--- src/rtl/ps2_rx_deserializer.sv ---
// -----------------------------------------------------------------------------
// ps2_rx_deserializer
//   PS/2 device-to-host receiver. The raw PS/2 clock and data lines are
//   synchronized into the i_clk domain. The PS/2 clock is deglitched by a
//   run-length filter, and 11-bit frames are deserialized from it:
//   start(0), 8 data bits LSB first, odd parity, stop(1).
//   Each good byte is presented on o_code with a one-cycle o_code_DV strobe.
//   Dropped frames raise a one-cycle o_parity_err or o_frame_err strobe.
//
//   Optional feature macro: PS2_RX_TIMEOUT_EN
//     When defined, a frame that stalls for TIMEOUT_CYCLES i_clk cycles
//     without a PS/2 falling edge is aborted with an o_frame_err pulse.
//     When undefined, a partial frame waits indefinitely.
//
// Parameters
//   SYNC_STAGES    synchronizer depth on both PS/2 lines (>= 2)
//   FILTER_LEN     equal consecutive samples needed to flip the filtered clock
//   TIMEOUT_CYCLES stall limit used only with PS2_RX_TIMEOUT_EN
//
// Ports
//   i_clk          system clock, rising edge
//   i_rst_n        asynchronous active-low reset
//   i_ps2_clk      raw PS/2 clock line (asynchronous)
//   i_ps2_data     raw PS/2 data line (asynchronous)
//   o_code         last good byte, held until the next good byte
//   o_code_DV      one-cycle strobe: o_code updated this cycle
//   o_parity_err   one-cycle strobe: frame dropped on a parity failure
//   o_frame_err    one-cycle strobe: frame dropped on a bad stop bit or timeout
// -----------------------------------------------------------------------------
module ps2_rx_deserializer #(
    parameter int SYNC_STAGES    = 2,
    parameter int FILTER_LEN     = 8,
    parameter int TIMEOUT_CYCLES = 50000
) (
    input  logic       i_clk,
    input  logic       i_rst_n,
    input  logic       i_ps2_clk,
    input  logic       i_ps2_data,
    output logic [7:0] o_code,
    output logic       o_code_DV,
    output logic       o_parity_err,
    output logic       o_frame_err
);

    typedef enum logic [1:0] {
        ST_IDLE   = 2'd0,
        ST_DATA   = 2'd1,
        ST_PARITY = 2'd2,
        ST_STOP   = 2'd3
    } state_t;

    logic [SYNC_STAGES-1:0] clk_sync_r;
    logic [SYNC_STAGES-1:0] data_sync_r;
    logic [FILTER_LEN-1:0]  hist_r;
    logic                   filt_r;
    logic                   filt_d_r;
    logic                   clk_s;
    logic                   data_s;
    logic                   fall_s;
    logic                   tmo_abort_s;

    state_t     state_r, state_s;
    logic [2:0] bit_cnt_r, bit_cnt_s;
    logic [7:0] shift_r, shift_s;
    logic       par_r, par_s;
    logic [7:0] code_r, code_s;
    logic       dv_r, dv_s;
    logic       perr_r, perr_s;
    logic       ferr_r, ferr_s;

    assign clk_s  = clk_sync_r[SYNC_STAGES-1];
    assign data_s = data_sync_r[SYNC_STAGES-1];
    // A sample event is the filtered clock having been high last cycle and low now.
    assign fall_s = filt_d_r & ~filt_r;

    // Synchronizer chains for both asynchronous PS/2 lines (idle level is high).
    always_ff @(posedge i_clk or negedge i_rst_n) begin
        if (!i_rst_n) begin
            clk_sync_r  <= {SYNC_STAGES{1'b1}};
            data_sync_r <= {SYNC_STAGES{1'b1}};
        end else begin
            clk_sync_r  <= {clk_sync_r[SYNC_STAGES-2:0], i_ps2_clk};
            data_sync_r <= {data_sync_r[SYNC_STAGES-2:0], i_ps2_data};
        end
    end

    // Run-length deglitch filter on the synchronized PS/2 clock plus edge-detect delay.
    always_ff @(posedge i_clk or negedge i_rst_n) begin
        if (!i_rst_n) begin
            hist_r   <= {FILTER_LEN{1'b1}};
            filt_r   <= 1'b1;
            filt_d_r <= 1'b1;
        end else begin
            hist_r   <= {hist_r[FILTER_LEN-2:0], clk_s};
            filt_d_r <= filt_r;
            if (hist_r == {FILTER_LEN{1'b0}}) begin
                filt_r <= 1'b0;
            end else if (hist_r == {FILTER_LEN{1'b1}}) begin
                filt_r <= 1'b1;
            end else begin
                filt_r <= filt_r;
            end
        end
    end

`ifdef PS2_RX_TIMEOUT_EN
    localparam int TW = (TIMEOUT_CYCLES > 1) ? $clog2(TIMEOUT_CYCLES + 1) : 1;
    localparam logic [TW-1:0] TMO_LAST = TW'(TIMEOUT_CYCLES - 1);
    localparam logic [TW-1:0] TMO_ONE  = TW'(1);

    logic [TW-1:0] tmo_cnt_r;

    // A sample event on the limit cycle wins over the timeout.
    assign tmo_abort_s = ~fall_s & (state_r != ST_IDLE) & (tmo_cnt_r == TMO_LAST);

    // Stall counter: runs only while a frame is in progress.
    always_ff @(posedge i_clk or negedge i_rst_n) begin
        if (!i_rst_n) begin
            tmo_cnt_r <= {TW{1'b0}};
        end else if (fall_s || (state_r == ST_IDLE) || tmo_abort_s) begin
            tmo_cnt_r <= {TW{1'b0}};
        end else begin
            tmo_cnt_r <= tmo_cnt_r + TMO_ONE;
        end
    end
`else
    logic unused_timeout_s;

    assign tmo_abort_s      = 1'b0;
    // Keeps the stall-limit parameter referenced when the feature is compiled out.
    assign unused_timeout_s = (TIMEOUT_CYCLES > 32'sd0);
`endif

    // Frame FSM next-state and output decode; advances only on sample events.
    always_comb begin
        state_s   = state_r;
        bit_cnt_s = bit_cnt_r;
        shift_s   = shift_r;
        par_s     = par_r;
        code_s    = code_r;
        dv_s      = 1'b0;
        perr_s    = 1'b0;
        ferr_s    = 1'b0;
        if (tmo_abort_s) begin
            state_s   = ST_IDLE;
            bit_cnt_s = 3'd0;
            shift_s   = 8'h00;
            ferr_s    = 1'b1;
        end else if (fall_s) begin
            case (state_r)
                ST_IDLE: begin
                    if (!data_s) begin
                        state_s   = ST_DATA;
                        bit_cnt_s = 3'd0;
                        shift_s   = 8'h00;
                    end else begin
                        state_s = ST_IDLE;
                    end
                end
                ST_DATA: begin
                    shift_s[bit_cnt_r] = data_s;
                    if (bit_cnt_r == 3'd7) begin
                        state_s = ST_PARITY;
                    end else begin
                        bit_cnt_s = bit_cnt_r + 3'd1;
                    end
                end
                ST_PARITY: begin
                    par_s   = data_s;
                    state_s = ST_STOP;
                end
                ST_STOP: begin
                    state_s = ST_IDLE;
                    if (!data_s) begin
                        ferr_s = 1'b1;
                    end else if (^{shift_r, par_r}) begin
                        code_s = shift_r;
                        dv_s   = 1'b1;
                    end else begin
                        perr_s = 1'b1;
                    end
                end
                default: begin
                    state_s = ST_IDLE;
                end
            endcase
        end else begin
            state_s = state_r;
        end
    end

    // FSM state, datapath and registered output strobes.
    always_ff @(posedge i_clk or negedge i_rst_n) begin
        if (!i_rst_n) begin
            state_r   <= ST_IDLE;
            bit_cnt_r <= 3'd0;
            shift_r   <= 8'h00;
            par_r     <= 1'b0;
            code_r    <= 8'h00;
            dv_r      <= 1'b0;
            perr_r    <= 1'b0;
            ferr_r    <= 1'b0;
        end else begin
            state_r   <= state_s;
            bit_cnt_r <= bit_cnt_s;
            shift_r   <= shift_s;
            par_r     <= par_s;
            code_r    <= code_s;
            dv_r      <= dv_s;
            perr_r    <= perr_s;
            ferr_r    <= ferr_s;
        end
    end

    assign o_code       = code_r;
    assign o_code_DV    = dv_r;
    assign o_parity_err = perr_r;
    assign o_frame_err  = ferr_r;

endmodule

--- config.mk ---
export PLATFORM = sky130hd
export DESIGN_NAME = ps2_rx_deserializer
export DESIGN_NICKNAME = d
export VERILOG_FILES = /design/src/rtl/ps2_rx_deserializer.sv
export SDC_FILE = /design/constraint.sdc
export NUM_CORES = 1
export LEC_CHECK = 0
export BUFFER_PORTS_ARGS = -buffer_cell sky130_fd_sc_hd__buf_2
export CORE_UTILIZATION = 52
export DETAILED_ROUTE_END_ITERATION = 8
export GPL_ROUTABILITY_DRIVEN = 0
export GPL_TIMING_DRIVEN = 1
export PLACE_DENSITY_LB_ADDON = 0.15
export SYNTH_ARGS = -nofsm -noshare
export SYNTH_HDL_FRONTEND = slang
export SYNTH_SLANG_ARGS = --single-unit
--- constraint.sdc ---
create_clock -name i_clk -period 1.8 [get_ports i_clk]
set_input_delay 0.09 -clock i_clk [delete_from_list [all_inputs] [get_ports i_clk]]
set_output_delay 0.09 -clock i_clk [all_outputs]
set_load 0.02 [all_outputs]
==> flow_summary.yaml <==
finish:
  syn2layout_area_growth_pct: 18.2
  final_cells: 222
  final_util: 0.655
  fin_area_sq_mm: 0.00202
  diodes: 0
  drive_above_1_share: 0.337
  nNetsFinal: 187
floorplan:
  start_util: 0.554
  die_h_um: 59.3
  die-area_sq_mm: 0.00351
  die_w_um: 59.3
  coreArea_sq_mm: 0.00308
  ios: 15
  rows: 20
grt:
  grtUsageTotal: 0.199
  grt_pass1_wl_um: 4980
  grt.overflow.total: 0
  grt_antenna_before_repair: 0
  grt_start_max_net_pins: 40
  first_global_vias: 1091
synthesis:
  synth_top_area_frac: 0.367
  yosys.area_share.xor_xnor: 0.0411
  syn_nets: 158
  seq_area_frac_synth: 0.583
  ys_ff_latch: 39
  synth.avg_cell_area_sq_um: 11.5
  ys_top_cells_by_area: "dfrtp_1, dfstp_2, mux2_2, ha_1, xnor2_1"
  yosys.area_share.simple: 0.130
  mappedNetlistArea_sq_mm: 0.00171
  yosys.area.top_type: "dfrtp_1"
  synthMuxAreaShare: 0.0675
  synthCells: 148
  synth_fa_ha_area_frac: 0.0440
  ys_warn_count: 0
  synth_top_family_by_area: "simple AND/OR/NAND/NOR gates"
  synth_compound_area_frac: 0.109
  yosysUniqueCellTypes: 29
routing:
  totalWireLength_um: 2990
  vias: 1159
  post-route-drc-count: 0
  via_per_inst: 5.22
  drt_pre_antenna_iters: 4
  wl_per_cell_um: 13.5
  drt_iter0_drc: 35
  ant_nets: 0
worst_setup_path:
  path_max_fanout: 8
  r2r_slack_ns: 0.02
  rr_startpoint: "shift_r[5]"
  critical_path_class: "flop to flop"
  crit_required_ns: 2.03
  cp-end-kind: "flop"
  arrival_ns: 2.02
  start_kind: "flop"
  r2r-end: "o_code[4]"
  r2r_cells: 5
sta:
  max_slew.worst_pin.slew_ns: 0.833
  final.min_clock_period_ns: 1.78
  setup_tns_ns: 0
  relSlewSlack: 0.444
  timing.fmax_mhz: 562
  hold_viol_final: 0
  setup_viol: 0
  drv_slew: 0
  period_share: 0.989
  fin_skew_ns: 0.0118
  rsz0062_at_grt: "true"
hold_path:
  min_to: "clk_sync_r[1]"
  min_from: "clk_sync_r[0]"
  hold_depth: 0
  min_path_type: "flop to flop"
power:
  ir_worst_vdd_uv: 619
  cellPowerDensity_mw_per_mm2: 1160
  leakage_nw: 0.927
clock_network:
  clkTransAtPathRegs_ns: 0.11
  cts_tree: "yes"
  cts.sinks: 39
  root_buffer: "clkbuf_4"
  clock_latency_ns: 0.34
  cts_buffer_depth: 2
  cts_made_buffers: 5
  htreeDepth: 2
flow_run:
  timing.max_cap.violations: 0
place:
  portBuffers: 14
  placed_cells: 208
  placed_area_sq_mm: 0.00187
  hpwlAfterDp_um: 2070
run_status:
  run_status: "finished, final reports clean"
## final cells by class
type / instances / area (sq um)
Clock buffer: 8 / 68.8
Fill cell: 255 / 1060
Inverter: 6 / 22.5
Multi-Input combinational cell: 97 / 692
Sequential cell: 39 / 995
Timing Repair Buffer: 28 / 183
Tap cell: 44 / 55.1
## kinds of logic (layout without fill, tap and decap cells)
logic type,Yosys count,count (layout)
AOI/OAI and AO/OA,29,29
xor gates and xnor gates,8,8
DFF,39,39
adders and majority gates,6,6
buffers and inverters,12,42
and+or+nand+nor,44,44
muxes,10,10
## per-layer routing
metal	track usage	share of wire
met2	0.295	0.46
met3	0.0502	0.030
met1	0.261	0.49
met4	0.119	0.023
met5	0	0
## through the flow
| stage | hold WS (ns) | power [mW] | setup slack [ns] |
|---|---|---|---|
| floorplan | -0.206 | 1.56 | 0.0372 |
| global placement | 0.195 | 1.78 | 0.0819 |
| detailed placement | 0.196 | 1.81 | 0.0382 |
| CTS | 0.358 | 2.32 | 0.0153 |
| global route | 0.368 | 2.48 | -0.0247 |
| finish | 0.358 | 2.33 | 0.0192 |
## power by group
part           internal, mW  total, mW  switching, mW  leakage [nW]
combinational         0.366      0.762          0.397         0.401
clock                 0.230      0.505          0.275        0.0386
sequential            0.982       1.07         0.0840         0.487
total                  1.58       2.33          0.756         0.927
## critical path: stages, from the launching register on
cell	delay, ns
dfrtp_2	0.45
xnor2_2	0.15
xnor2_1	0.14
xnor2_1	0.26
mux2_4	0.39
mux2_2	0.29
## cell usage in the layout, fill, tap and decap left out, drive strengths merged
cell         netlist  layout
buf                0      25
or4                2       2
a22o               5       5
and3               2       2
nand4              3       3
nor2b              1       1
o31ai              2       2
a21boi             1       1
nor2               9       9
o211ai             4       4
o21ai              8       8
mux2               9       9
nor3               2       2
xnor2              8       8
nand3b             2       2
dfstp             14      14
dfrtp             25      25
nand3              4       4
ha                 6       6
nand2             15      15
nor3b              2       2
nor4bb             1       1
dlygate4sd3        0       3
o22ai              1       1
inv                6       6
a21oi              7       7
nand4b             1       1
clkbuf             6       8
mux2i              1       1
o21a               1       1
## worst max-delay path by stage
stage / start / to / slack [ns]
floorplan: shift_r[2] / o_code[0] / 0.04
global placement: shift_r[4] / o_code[0] / 0.08
detailed placement: shift_r[2] / o_code[2] / 0.04
finish: shift_r[5] / o_code[4] / 0.02
global route: shift_r[5] / o_code[5] / -0.02
CTS: shift_r[2] / o_code[2] / 0.02
## synth_stat cells
cell / instances
dfrtp_1: 25
nand2_1: 15
dfstp_2: 14
nor2_1: 9
mux2_2: 8
o21ai_0: 8
xnor2_1: 8
a21oi_1: 7
clkbuf_1: 6
ha_1: 6
inv_1: 6
a22o_1: 5
nand3_1: 4
o211ai_1: 4
nand4_1: 3
and3_1: 2
nand3b_1: 2
nor3_1: 2
nor3b_1: 2
o31ai_1: 2
or4_1: 2
a21boi_0: 1
mux2_4: 1
mux2i_1: 1
nand4b_1: 1
nor2b_1: 1
nor4bb_1: 1
o21a_1: 1
o22ai_1: 1
## repair_timing
action | in CTS | in global routing
setup buffers | 0 | 3
hold buffers | 3 | 0
gates resized for setup | 0 | 5
endpoints found under the hold margin | 27 | 0
endpoints found under the setup margin | 0 | 11
## registers in the layout (all words and copies together) (netlist names)
| name | flops |
|---|---|
| hist_r | 8 |
| o_code | 8 |
| shift_r | 8 |
| bit_cnt_r | 3 |
| clk_sync_r | 2 |
| data_sync_r | 2 |
| state_r | 2 |
| filt_d_r | 1 |
| filt_r | 1 |
| o_code_DV | 1 |
| o_frame_err | 1 |
| o_parity_err | 1 |
| par_r | 1 |
No activity file was read; power rests on OpenSTA's default activity.
